[src/rtl/lsu_axi_pkg.sv]
// Shared encodings for the load/store unit AXI write path: FSM states,
// AXI burst/response constants and the size-derived helpers.
package lsu_axi_pkg;

  typedef enum logic [1:0] {
    ST_IDLE = 2'd0,
    ST_AW   = 2'd1,
    ST_DATA = 2'd2,
    ST_RESP = 2'd3
  } store_state_e;

  localparam logic [1:0] AXI_BURST_INCR  = 2'b01;
  localparam logic [1:0] AXI_RESP_OKAY   = 2'b00;
  localparam logic [1:0] AXI_RESP_SLVERR = 2'b10;

  // The bus is 32 bits wide, so anything above 4-byte beats is clamped.
  function automatic logic [2:0] clamp_size(input logic [2:0] size);
    return (size > 3'd2) ? 3'd2 : size;
  endfunction

  function automatic logic [3:0] size_to_strb(input logic [2:0] size);
    case (size)
      3'd0:    return 4'b0001;
      3'd1:    return 4'b0011;
      default: return 4'b1111;
    endcase
  endfunction

endpackage

[src/rtl/store_buffer_if.sv]
// AXI write-channel bundle (AW, W, B) between the store buffer and the
// interconnect.
interface store_buffer_if;
  logic [7:0]  awid;
  logic [11:0] awaddr;
  logic [7:0]  awlen;
  logic [2:0]  awsize;
  logic [1:0]  awburst;
  logic        awvalid;
  logic        awready;
  logic [31:0] wdata;
  logic [3:0]  wstrb;
  logic        wlast;
  logic        wvalid;
  logic        wready;
  logic [7:0]  bid;
  logic [1:0]  bresp;
  logic        bvalid;
  logic        bready;

  modport master (
    output awid, awaddr, awlen, awsize, awburst, awvalid,
    input  awready,
    output wdata, wstrb, wlast, wvalid,
    input  wready,
    input  bid, bresp, bvalid,
    output bready
  );

  modport slave (
    input  awid, awaddr, awlen, awsize, awburst, awvalid,
    output awready,
    input  wdata, wstrb, wlast, wvalid,
    output wready,
    output bid, bresp, bvalid,
    input  bready
  );
endinterface

[src/rtl/store_wdata_fifo.sv]
// Two-entry write-data FIFO; head is the oldest entry and stays put
// while it is not popped.
module store_wdata_fifo (
  input  logic        clk,
  input  logic        rst,
  input  logic        push,
  input  logic        pop,
  input  logic [31:0] din,
  output logic [1:0]  count,
  output logic [31:0] head
);

  logic [31:0] mem [2];
  logic        rd_ptr;
  logic        wr_ptr;

  always_ff @(posedge clk) begin
    if (rst) begin
      rd_ptr <= 1'b0;
      wr_ptr <= 1'b0;
      count  <= 2'd0;
    end else begin
      if (push) begin
        mem[wr_ptr] <= din;
        wr_ptr      <= ~wr_ptr;
      end
      if (pop) rd_ptr <= ~rd_ptr;
      case ({push, pop})
        2'b10:   count <= count + 2'd1;
        2'b01:   count <= count - 2'd1;
        default: count <= count;
      endcase
    end
  end

  assign head = mem[rd_ptr];

endmodule

[src/rtl/store_buffer.sv]
// Store buffer: takes one store command, prefetches the source words from
// SRAM into a 2-entry FIFO and emits them as a single AXI INCR write burst.
//
// state   | meaning
// IDLE    | ready for a command
// AW      | address phase outstanding; SRAM prefetch already running
// DATA    | streaming W beats from the FIFO
// RESP    | waiting for the B response
module store_buffer
  import lsu_axi_pkg::*;
(
  input  logic        clk,
  input  logic        rst,
  input  logic        ctrl_store_vld,
  output logic        ctrl_store_rdy,
  input  logic [7:0]  ctrl_store_id,
  input  logic [11:0] ctrl_store_dram_addr,
  input  logic [7:0]  ctrl_store_len,
  input  logic [2:0]  ctrl_store_size,
  input  logic [11:0] ctrl_store_st_addr,
  output logic        store_done,
  output logic        store_err,
  output logic        store_sram_vld,
  output logic [7:0]  store_sram_addr,
  input  logic [31:0] sram_store_dout,
  store_buffer_if.master axi
);

  store_state_e state, state_nxt;

  logic [7:0]  id_q;
  logic [11:0] addr_q;
  logic [7:0]  len_q;
  logic [2:0]  size_q;
  logic [7:0]  st_q;
  logic [8:0]  rd_cnt;
  logic [7:0]  beat_cnt;
  logic        rd_inflight;
  logic        rd_req;
  logic        w_fire;
  logic        cmd_fire;
  logic [1:0]  fifo_count;
  logic [31:0] fifo_head;
  logic        unused_st_addr_hi;

  assign unused_st_addr_hi = ^ctrl_store_st_addr[11:8];

  always_comb begin
    state_nxt      = state;
    ctrl_store_rdy = 1'b0;
    axi.awvalid    = 1'b0;
    axi.wvalid     = 1'b0;
    axi.bready     = 1'b0;
    rd_req         = 1'b0;
    w_fire         = 1'b0;
    // Reads never exceed what the FIFO can absorb, counting the one in flight.
    if ((state == ST_AW || state == ST_DATA) && (rd_cnt <= {1'b0, len_q}) &&
        (({1'b0, fifo_count} + {2'b00, rd_inflight}) < 3'd2))
      rd_req = 1'b1;
    case (state)
      ST_IDLE: begin
        ctrl_store_rdy = 1'b1;
        if (ctrl_store_vld) state_nxt = ST_AW;
      end
      ST_AW: begin
        axi.awvalid = 1'b1;
        if (axi.awready) state_nxt = ST_DATA;
      end
      ST_DATA: begin
        axi.wvalid = (fifo_count != 2'd0);
        w_fire     = axi.wvalid && axi.wready;
        if (w_fire && axi.wlast) state_nxt = ST_RESP;
      end
      ST_RESP: begin
        axi.bready = 1'b1;
        if (axi.bvalid) state_nxt = ST_IDLE;
      end
      default: state_nxt = ST_IDLE;
    endcase
  end

  assign cmd_fire = ctrl_store_vld && ctrl_store_rdy;

  always_ff @(posedge clk) begin
    if (rst) begin
      state       <= ST_IDLE;
      rd_cnt      <= 9'd0;
      beat_cnt    <= 8'd0;
      rd_inflight <= 1'b0;
      store_done  <= 1'b0;
      store_err   <= 1'b0;
    end else begin
      state       <= state_nxt;
      rd_inflight <= rd_req;
      store_done  <= axi.bready && axi.bvalid;
      store_err   <= axi.bready && axi.bvalid &&
                     ((axi.bresp != AXI_RESP_OKAY) || (axi.bid != id_q));
      if (cmd_fire) begin
        rd_cnt   <= 9'd0;
        beat_cnt <= 8'd0;
      end else begin
        if (rd_req) rd_cnt <= rd_cnt + 9'd1;
        if (w_fire) beat_cnt <= beat_cnt + 8'd1;
      end
    end
  end

  always_ff @(posedge clk) begin
    if (cmd_fire) begin
      id_q   <= ctrl_store_id;
      addr_q <= ctrl_store_dram_addr;
      len_q  <= ctrl_store_len;
      size_q <= ctrl_store_size;
      st_q   <= ctrl_store_st_addr[7:0];
    end
  end

  assign store_sram_vld  = rd_req;
  assign store_sram_addr = st_q + rd_cnt[7:0];

  store_wdata_fifo u_fifo (
    .clk   (clk),
    .rst   (rst),
    .push  (rd_inflight),
    .pop   (w_fire),
    .din   (sram_store_dout),
    .count (fifo_count),
    .head  (fifo_head)
  );

  assign axi.awid    = id_q;
  assign axi.awaddr  = addr_q;
  assign axi.awlen   = len_q;
  assign axi.awsize  = clamp_size(size_q);
  assign axi.awburst = AXI_BURST_INCR;
  assign axi.wdata   = fifo_head;
  assign axi.wstrb   = size_to_strb(size_q);
  assign axi.wlast   = (beat_cnt == len_q);

endmodule
[src/flat_wrapper.sv]
// flat-port wrapper written by rule: the top's interface ports become plain ports
module store_buffer_flat import lsu_axi_pkg::*;
  (clk, rst, ctrl_store_vld, ctrl_store_rdy, ctrl_store_id, ctrl_store_dram_addr, ctrl_store_len, ctrl_store_size, ctrl_store_st_addr, store_done, store_err, store_sram_vld, store_sram_addr, sram_store_dout, axi_awid, axi_awaddr, axi_awlen, axi_awsize, axi_awburst, axi_awvalid, axi_awready, axi_wdata, axi_wstrb, axi_wlast, axi_wvalid, axi_wready, axi_bid, axi_bresp, axi_bvalid, axi_bready);
  store_buffer_if axi_i ();
  input  logic clk;
  input  logic rst;
  input  logic ctrl_store_vld;
  output logic ctrl_store_rdy;
  input  logic [7:0] ctrl_store_id;
  input  logic [11:0] ctrl_store_dram_addr;
  input  logic [7:0] ctrl_store_len;
  input  logic [2:0] ctrl_store_size;
  input  logic [11:0] ctrl_store_st_addr;
  output logic store_done;
  output logic store_err;
  output logic store_sram_vld;
  output logic [7:0] store_sram_addr;
  input  logic [31:0] sram_store_dout;
  output wire logic [$bits(axi_i.awid)-1:0] axi_awid;
  output wire logic [$bits(axi_i.awaddr)-1:0] axi_awaddr;
  output wire logic [$bits(axi_i.awlen)-1:0] axi_awlen;
  output wire logic [$bits(axi_i.awsize)-1:0] axi_awsize;
  output wire logic [$bits(axi_i.awburst)-1:0] axi_awburst;
  output wire logic [$bits(axi_i.awvalid)-1:0] axi_awvalid;
  input wire logic [$bits(axi_i.awready)-1:0] axi_awready;
  output wire logic [$bits(axi_i.wdata)-1:0] axi_wdata;
  output wire logic [$bits(axi_i.wstrb)-1:0] axi_wstrb;
  output wire logic [$bits(axi_i.wlast)-1:0] axi_wlast;
  output wire logic [$bits(axi_i.wvalid)-1:0] axi_wvalid;
  input wire logic [$bits(axi_i.wready)-1:0] axi_wready;
  input wire logic [$bits(axi_i.bid)-1:0] axi_bid;
  input wire logic [$bits(axi_i.bresp)-1:0] axi_bresp;
  input wire logic [$bits(axi_i.bvalid)-1:0] axi_bvalid;
  output wire logic [$bits(axi_i.bready)-1:0] axi_bready;
  assign axi_awid = axi_i.awid;
  assign axi_awaddr = axi_i.awaddr;
  assign axi_awlen = axi_i.awlen;
  assign axi_awsize = axi_i.awsize;
  assign axi_awburst = axi_i.awburst;
  assign axi_awvalid = axi_i.awvalid;
  assign axi_i.awready = axi_awready;
  assign axi_wdata = axi_i.wdata;
  assign axi_wstrb = axi_i.wstrb;
  assign axi_wlast = axi_i.wlast;
  assign axi_wvalid = axi_i.wvalid;
  assign axi_i.wready = axi_wready;
  assign axi_i.bid = axi_bid;
  assign axi_i.bresp = axi_bresp;
  assign axi_i.bvalid = axi_bvalid;
  assign axi_bready = axi_i.bready;
  store_buffer u_core (.clk(clk), .rst(rst), .ctrl_store_vld(ctrl_store_vld), .ctrl_store_rdy(ctrl_store_rdy), .ctrl_store_id(ctrl_store_id), .ctrl_store_dram_addr(ctrl_store_dram_addr), .ctrl_store_len(ctrl_store_len), .ctrl_store_size(ctrl_store_size), .ctrl_store_st_addr(ctrl_store_st_addr), .store_done(store_done), .store_err(store_err), .store_sram_vld(store_sram_vld), .store_sram_addr(store_sram_addr), .sram_store_dout(sram_store_dout), .axi(axi_i));
endmodule
[config.mk]
export PLATFORM = sky130hd
export DESIGN_NAME = store_buffer_flat
export DESIGN_NICKNAME = d
export VERILOG_FILES = /design/src/rtl/lsu_axi_pkg.sv /design/src/rtl/store_buffer_if.sv /design/src/rtl/store_wdata_fifo.sv /design/src/rtl/store_buffer.sv /design/src/flat_wrapper.sv
export SDC_FILE = /design/constraint.sdc
export NUM_CORES = 1
export LEC_CHECK = 0
export CAP_MARGIN = 25
export CORE_MARGIN = 4
export CORE_UTILIZATION = 46
export DETAILED_ROUTE_END_ITERATION = 16
export PLACE_DENSITY = 0.81
export SKIP_LAST_GASP = 1
export SLEW_MARGIN = 20
export SYNTH_ARGS = -nofsm -noshare
export SYNTH_HDL_FRONTEND = slang
export SYNTH_SLANG_ARGS = --single-unit
[constraint.sdc]
create_clock -name clk -period 4.52 [get_ports clk]
set_input_delay 0.904 -clock clk [delete_from_list [all_inputs] [get_ports clk]]
set_output_delay 0.904 -clock clk [all_outputs]
set_load 0.1 [all_outputs]
==> impl_metrics.ini, run 1 <==
[clock_network]
cts_sinks = 130
numCtsBuffers = 17
cts-root-buf = clkbuf_16
clk_pin_slew_worst_paths_ns = 0.05
htreeDepth = 4
cts_resized = 0
cts_setup_buffers = 0
cts_tree = yes
insertion_delay_ns = 0.40
clockBufferDepth = 2
hold_buffers = 0

[grt]
use_met3_pct = 7.71
grt_usage_pct = 17.3
grtUsageMet1_pct = 19.7
busiest_layer = met2
overflow = 0
first_global_vias = 3773
met2_usage_pct = 29.2
grt_max_degree = 41
grt_pass1_wl_mm = 18.1
antenna_found_initial = 0

[worst_setup_path]
crit_family = buffers and inverters
r2r-end = u_core.rd_cnt[6]$_SDFFE_PP0P_
critPathLaunchType = flop
critPathLaunch = u_core.rd_cnt[2]$_SDFFE_PP0P_
reg2reg_depth = 7
path_max_fanout = 8
arrival_ns = 2.76
criticalPathCategory = reg2out
crit_required_ns = 3.62
cp-end-kind = primary output
r2r-start = u_core.rd_cnt[2]$_SDFFE_PP0P_
cp_cell_sequence = ha_1 -> nor2b_1 -> nor2_1 -> xnor2_1 -> clkdlybuf4s50_1
critPathMaxStageDelay_ns = 1.15
path_buf_inv = 1
critPathSlowestCell = clkdlybuf4s50_1
reg2reg_slack_ns = 2.08

[floorplanning]
die-width_um = 117
core-area_um2 = 11500
io_pins = 176
die-area_um2 = 13700
initial_core_util_pct = 47.6
rows = 39
dieHeight_um = 117

[sta]
slew_headroom_pct = 32.3
rsz0062_at_grt = false
min_period_ns = 3.67
clock_skew_ns = 0.00465
hold_viol = 0
fin_hold_ws_ns = 0.513
tightest_slew_ns = 1.01
finalSetupViolations = 0
fmax_ghz = 0.273
fin_tns_setup_ns = 0
period_share_pct = 81.1
slew_violations = 0

[hold_path]
min-delay-start = u_core.u_fifo.rd_ptr$_SDFFE_PP0P_
min_path_cells = 2
hold_class = reg2reg
min_to = u_core.u_fifo.rd_ptr$_SDFFE_PP0P_

[yosys]
synth_edf_count = 103
syn_avg_cell_area_um2 = 14.5
ys_seq_elements = 130
synth_ff_type = edfxtp_1
async_flop_share_pct = 0
ys_seq_area_share_pct = 66.3
yosysUniqueCellTypes = 53
syn_inst = 378
ys_warn_count = 0
synth.cell_area_um2 = 5480

[placed_design]
place_hpwl_mm = 8.51
placedCellCount = 679
place.gp.congestion = 0.815
port_buffers = 167

[power_and_ir_drop]
p_per_area_nw_per_um2 = 648
power_leakage_uw = 0.00289
peakVddDrop_mv = 0.623

[cells_and_area]
drive_gt1_share_pct = 19.2
nNetsFinal = 669
multi_input_area_um2 = 1700
syn_to_final_growth_pct = 42.9
n_antenna_cell = 0
final_common_cell = clkdlybuf4s50_1
fill_cells = 807
final_util_pct = 68.0
layout_common_cells = clkdlybuf4s50_1, edfxtp_1, buf_4
instances_no_fill = 710
register_area_um2 = 3630

[route]
firstDrtPassIters = 4
drt_iter0_drc = 244
route.detailed.drc = 0
via_count = 3598
wl_mm = 11.9
via_per_inst = 5.07
wl_per_cell_um = 16.7
detail-route-antenna-nets = 0

[job]
cap_violations = 0

[run_status]
status = completed
-- flip-flops by register name, summed over array words and instances (netlist names), 2 cells and up, named ones only --
register / flops
u_core.axi.awlen: 8
u_core.beat_cnt: 8
u_core.u_fifo.count: 2
u_core.size_q: 3
u_core.axi.awid: 8
u_core.state: 2
u_core.u_fifo.mem: 64
u_core.rd_cnt: 9
u_core.axi.awaddr: 12
u_core.st_q: 8
-- per-stage QoR --
step	setup slack, ns	power [uW]	cell area (um^2)
after CTS	0.833	5120	7830
after global placement	1.30	3630	7210
final	0.854	5070	7830
after global routing	0.745	5270	7830
after detailed placement	1.29	3670	7210
after floorplan	0.0326	3190	5490
-- synth_stat cells, drive strengths merged (3+ instances only) --
| master | n | share of area [%] |
|---|---|---|
| nor3 | 3 | 0.27 |
| xnor2 | 21 | 3.4 |
| ha | 22 | 5.0 |
| buf | 11 | 1.2 |
| nand2 | 12 | 0.82 |
| mux2i | 4 | 0.73 |
| or4 | 5 | 0.69 |
| dfxtp | 27 | 9.9 |
| mux2 | 32 | 6.6 |
| nor2 | 25 | 1.7 |
| nand4 | 8 | 0.91 |
| clkbuf | 5 | 0.34 |
| o31ai | 4 | 0.55 |
| or3 | 5 | 0.57 |
| o21ai | 6 | 0.55 |
| nor2b | 3 | 0.34 |
| and3 | 3 | 0.34 |
| xor2 | 11 | 1.8 |
| inv | 22 | 1.5 |
| o21a | 4 | 0.55 |
| edfxtp | 103 | 56 |
| a21oi | 9 | 0.82 |
-- worst reg2reg max path: cells and delay by family, from the launching register on --
family / cells / cell delay, ns
AO/OA/AOI/OAI: 4 / 0.85
buffers and inverters: 1 / 0.20
AND/OR/NAND/NOR: 1 / 0.53
adder cells (fa/ha/maj): 1 / 0.30
flip-flops: 1 / 0.48
-- routing by layer --
layer  part of all wire [%]  routed length (um)
met1                     39                4570
met2                     50                5980
met3                    9.9                1170
met4                    1.2                 138
met5                      0                   0
-- kinds of logic after synthesis --
| family | Yosys count | share of synthesized area [%] |
|---|---|---|
| AO/OA/AOI/OAI | 39 | 5.14 |
| multiplexers | 36 | 7.31 |
| adder cells (fa/ha/maj) | 23 | 5.39 |
| buffers and inverters | 38 | 3.06 |
| AND/OR/NAND/NOR | 78 | 7.54 |
| other | 2 | 0.137 |
| XOR/XNOR | 32 | 5.12 |
| flip-flops | 130 | 66.3 |
-- power by group --
| group | switching (uW) | leakage (uW) | internal, uW |
|---|---|---|---|
| clock network | 470 | 0.000292 | 967 |
| registers | 92.2 | 0.00117 | 1510 |
| logic | 1550 | 0.00143 | 485 |
| total | 2110 | 0.00289 | 2960 |
-- cell type report --
type                            count  area share [%]
Clock inverter                     12            2.41
Timing Repair Buffer              172            20.6
Multi-Input combinational cell    212            21.7
Sequential cell                   130            46.4
Inverter                           22            1.05
Tap cell                          143            2.29
Clock buffer                       19            5.53
-- how the worst max path moves through the flow --
stage / endpoint / slack [ns] / cells after the start
2_1_floorplan: store_sram_vld / 0.03 / 7
3_3_place_gp: store_sram_addr[3] / 1.30 / 5
3_5_place_dp: store_sram_addr[1] / 1.29 / 5
4_1_cts: store_sram_addr[3] / 0.83 / 5
5_1_grt: store_sram_addr[1] / 0.75 / 5
6_report: store_sram_addr[3] / 0.85 / 5
Note: power is estimated with default switching activity, not from simulation.
==> inputs of run 2 (changes only) <==
- CORE_UTILIZATION: 46 -> 42
- PLACE_DENSITY: 0.81 -> 0.78
- clock period: 4.52 -> 3.34 ns (I/O delays scaled with it)
==> run 2 against run 1 <==
- utilization shrank 3.4 points
- clock skew grew 0.0024 ns
- final cell count grew 4.4%
- register-to-register slack lost 1.3 ns
- worst setup slack lost 0.63 ns
- via count grew 1.9%
- hold slack is essentially flat
- sequential cell count is the same
- critical path type unchanged
- largest cell class unchanged
- largest power group unchanged
==> impl_metrics.ini, run 2 (synthesis results as in run 1) <==
[run_status]
status = completed

[worst_setup_path]
critPathSlowestCell = dfxtp_1
path_buf_inv = 1
cp_cell_sequence = ha_1 -> nor2b_1 -> o31a_1 -> o41ai_1 -> xnor2_1 -> buf_12
criticalPathCategory = reg2out
path_max_fanout = 8
critPathLaunchType = flop
cp-end-kind = primary output
crit_required_ns = 2.67
arrival_ns = 2.45
critPathMaxStageDelay_ns = 0.48
crit_family = compound AO/OA/AOI/OAI gates

[floorplanning]
rows = 41
dieHeight_um = 122
io_pins = 176
initial_core_util_pct = 43.2
die-area_um2 = 14900
core-area_um2 = 12700
die-width_um = 122

[sta]
period_share_pct = 93.4
min_period_ns = 3.12
fmax_ghz = 0.321
finalSetupViolations = 0
fin_tns_setup_ns = 0
rsz0062_at_grt = false
slew_headroom_pct = 33.8
tightest_slew_ns = 0.989
hold_viol = 0
clock_skew_ns = 0.00706
slew_violations = 0

[grt]
overflow = 0
grt_max_degree = 41
first_global_vias = 3929
grt_usage_pct = 16.9
grt_pass1_wl_mm = 19.3
antenna_found_initial = 0

[clock_network]
numCtsBuffers = 17
insertion_delay_ns = 0.41
cts-root-buf = clkbuf_16
cts_tree = yes
cts_setup_buffers = 0
clk_pin_slew_worst_paths_ns = 0.06
hold_buffers = 0
cts_sinks = 130
clockBufferDepth = 2
htreeDepth = 4

[power_and_ir_drop]
power_leakage_uw = 0.00307
peakVddDrop_mv = 0.630
p_per_area_nw_per_um2 = 837

[placed_design]
place.gp.congestion = 0.787
placed_area_um2 = 7610
port_buffers = 167
place_hpwl_mm = 8.97

[cells_and_area]
largest_reg_flops = 64
syn_to_final_growth_pct = 49.3
n_antenna_cell = 0
nNetsFinal = 670
layout_common_cells = edfxtp_1, clkdlybuf4s50_1, buf_4
final_common_cell = edfxtp_1
top_register = u_core.u_fifo.mem
drive_gt1_share_pct = 26.9
final_util_pct = 64.5
finalInstanceArea_um2 = 8180

[route]
drt_iter0_drc = 254
route.detailed.drc = 0
wl_mm = 12.3
wl_per_cell_um = 16.6
detail-route-antenna-nets = 0
via_count = 3667
via_per_inst = 4.95
firstDrtPassIters = 4

[job]
cap_violations = 0

[hold_path]
hold_class = reg2reg
run 2: repair_timing:
item                                    4_1_cts  5_1_grt
endpoints found under the hold margin         0        0
gates resized for setup                       1        2
endpoints found under the setup margin        1        1
cloned                                        0        0
run 2: where the power goes:
group | switching, uW | total, uW | internal (uW)
clock network | 664 | 1710 | 1040
registers | 129 | 2170 | 2040
logic | 2150 | 2970 | 820
total | 2950 | 6850 | 3900
run 2: path summary, 6_finish.rpt:
check | start | depth (start not counted) | slack, ns | end
setup / recovery | u_core.rd_cnt[2]$_SDFFE_PP0P_ | 6 | 0.22 | store_sram_addr[7]
hold / removal | u_core.u_fifo.rd_ptr$_SDFFE_PP0P_ | 2 | 0.51 | u_core.u_fifo.rd_ptr$_SDFFE_PP0P_
hold reg to reg | u_core.u_fifo.rd_ptr$_SDFFE_PP0P_ | 2 | 0.51 | u_core.u_fifo.rd_ptr$_SDFFE_PP0P_
setup reg to reg | u_core.rd_cnt[2]$_SDFFE_PP0P_ | 7 | 0.83 | u_core.rd_cnt[7]$_SDFFE_PP0P_
run 2: final cells by class:
| cell class | count | area, um^2 |
|---|---|---|
| Inverter | 22 | 82.6 |
| Multi-Input combinational cell | 212 | 1720 |
| Clock buffer | 20 | 447 |
| Clock inverter | 12 | 113 |
| Tap cell | 172 | 215 |
| Timing Repair Buffer | 173 | 1970 |
| Fill cell | 925 | 4490 |
| Sequential cell | 130 | 3630 |
run 2: layer usage:
| layer | vias to the layer above | GRT usage [%] | share of wire, % |
|---|---|---|---|
| li1 | 1745 | - | - |
| met1 | 1755 | 19.4 | 39 |
| met2 | 149 | 28.4 | 50 |
| met3 | 18 | 7.14 | 8.8 |
| met4 | 0 | 5.67 | 1.5 |
| met5 | - | 0 | 0 |
run 2: tightest hold or removal path: stages (launching register included):
cell and delay (ns):
dfxtp_1 0.32, xnor2_1 0.08, nor2_1 0.08
run 2: stage by stage:
stage	total power, uW	std cells	setup slack [ns]	hold slack (ns)
after floorplan	4340	380	-0.111	0.481
after global placement	5140	709	0.620	0.494
after detailed placement	5190	709	0.442	0.508
final	6850	741	0.221	0.513
after global routing	7130	741	0.00350	0.542
after CTS	6930	741	0.0824	0.523
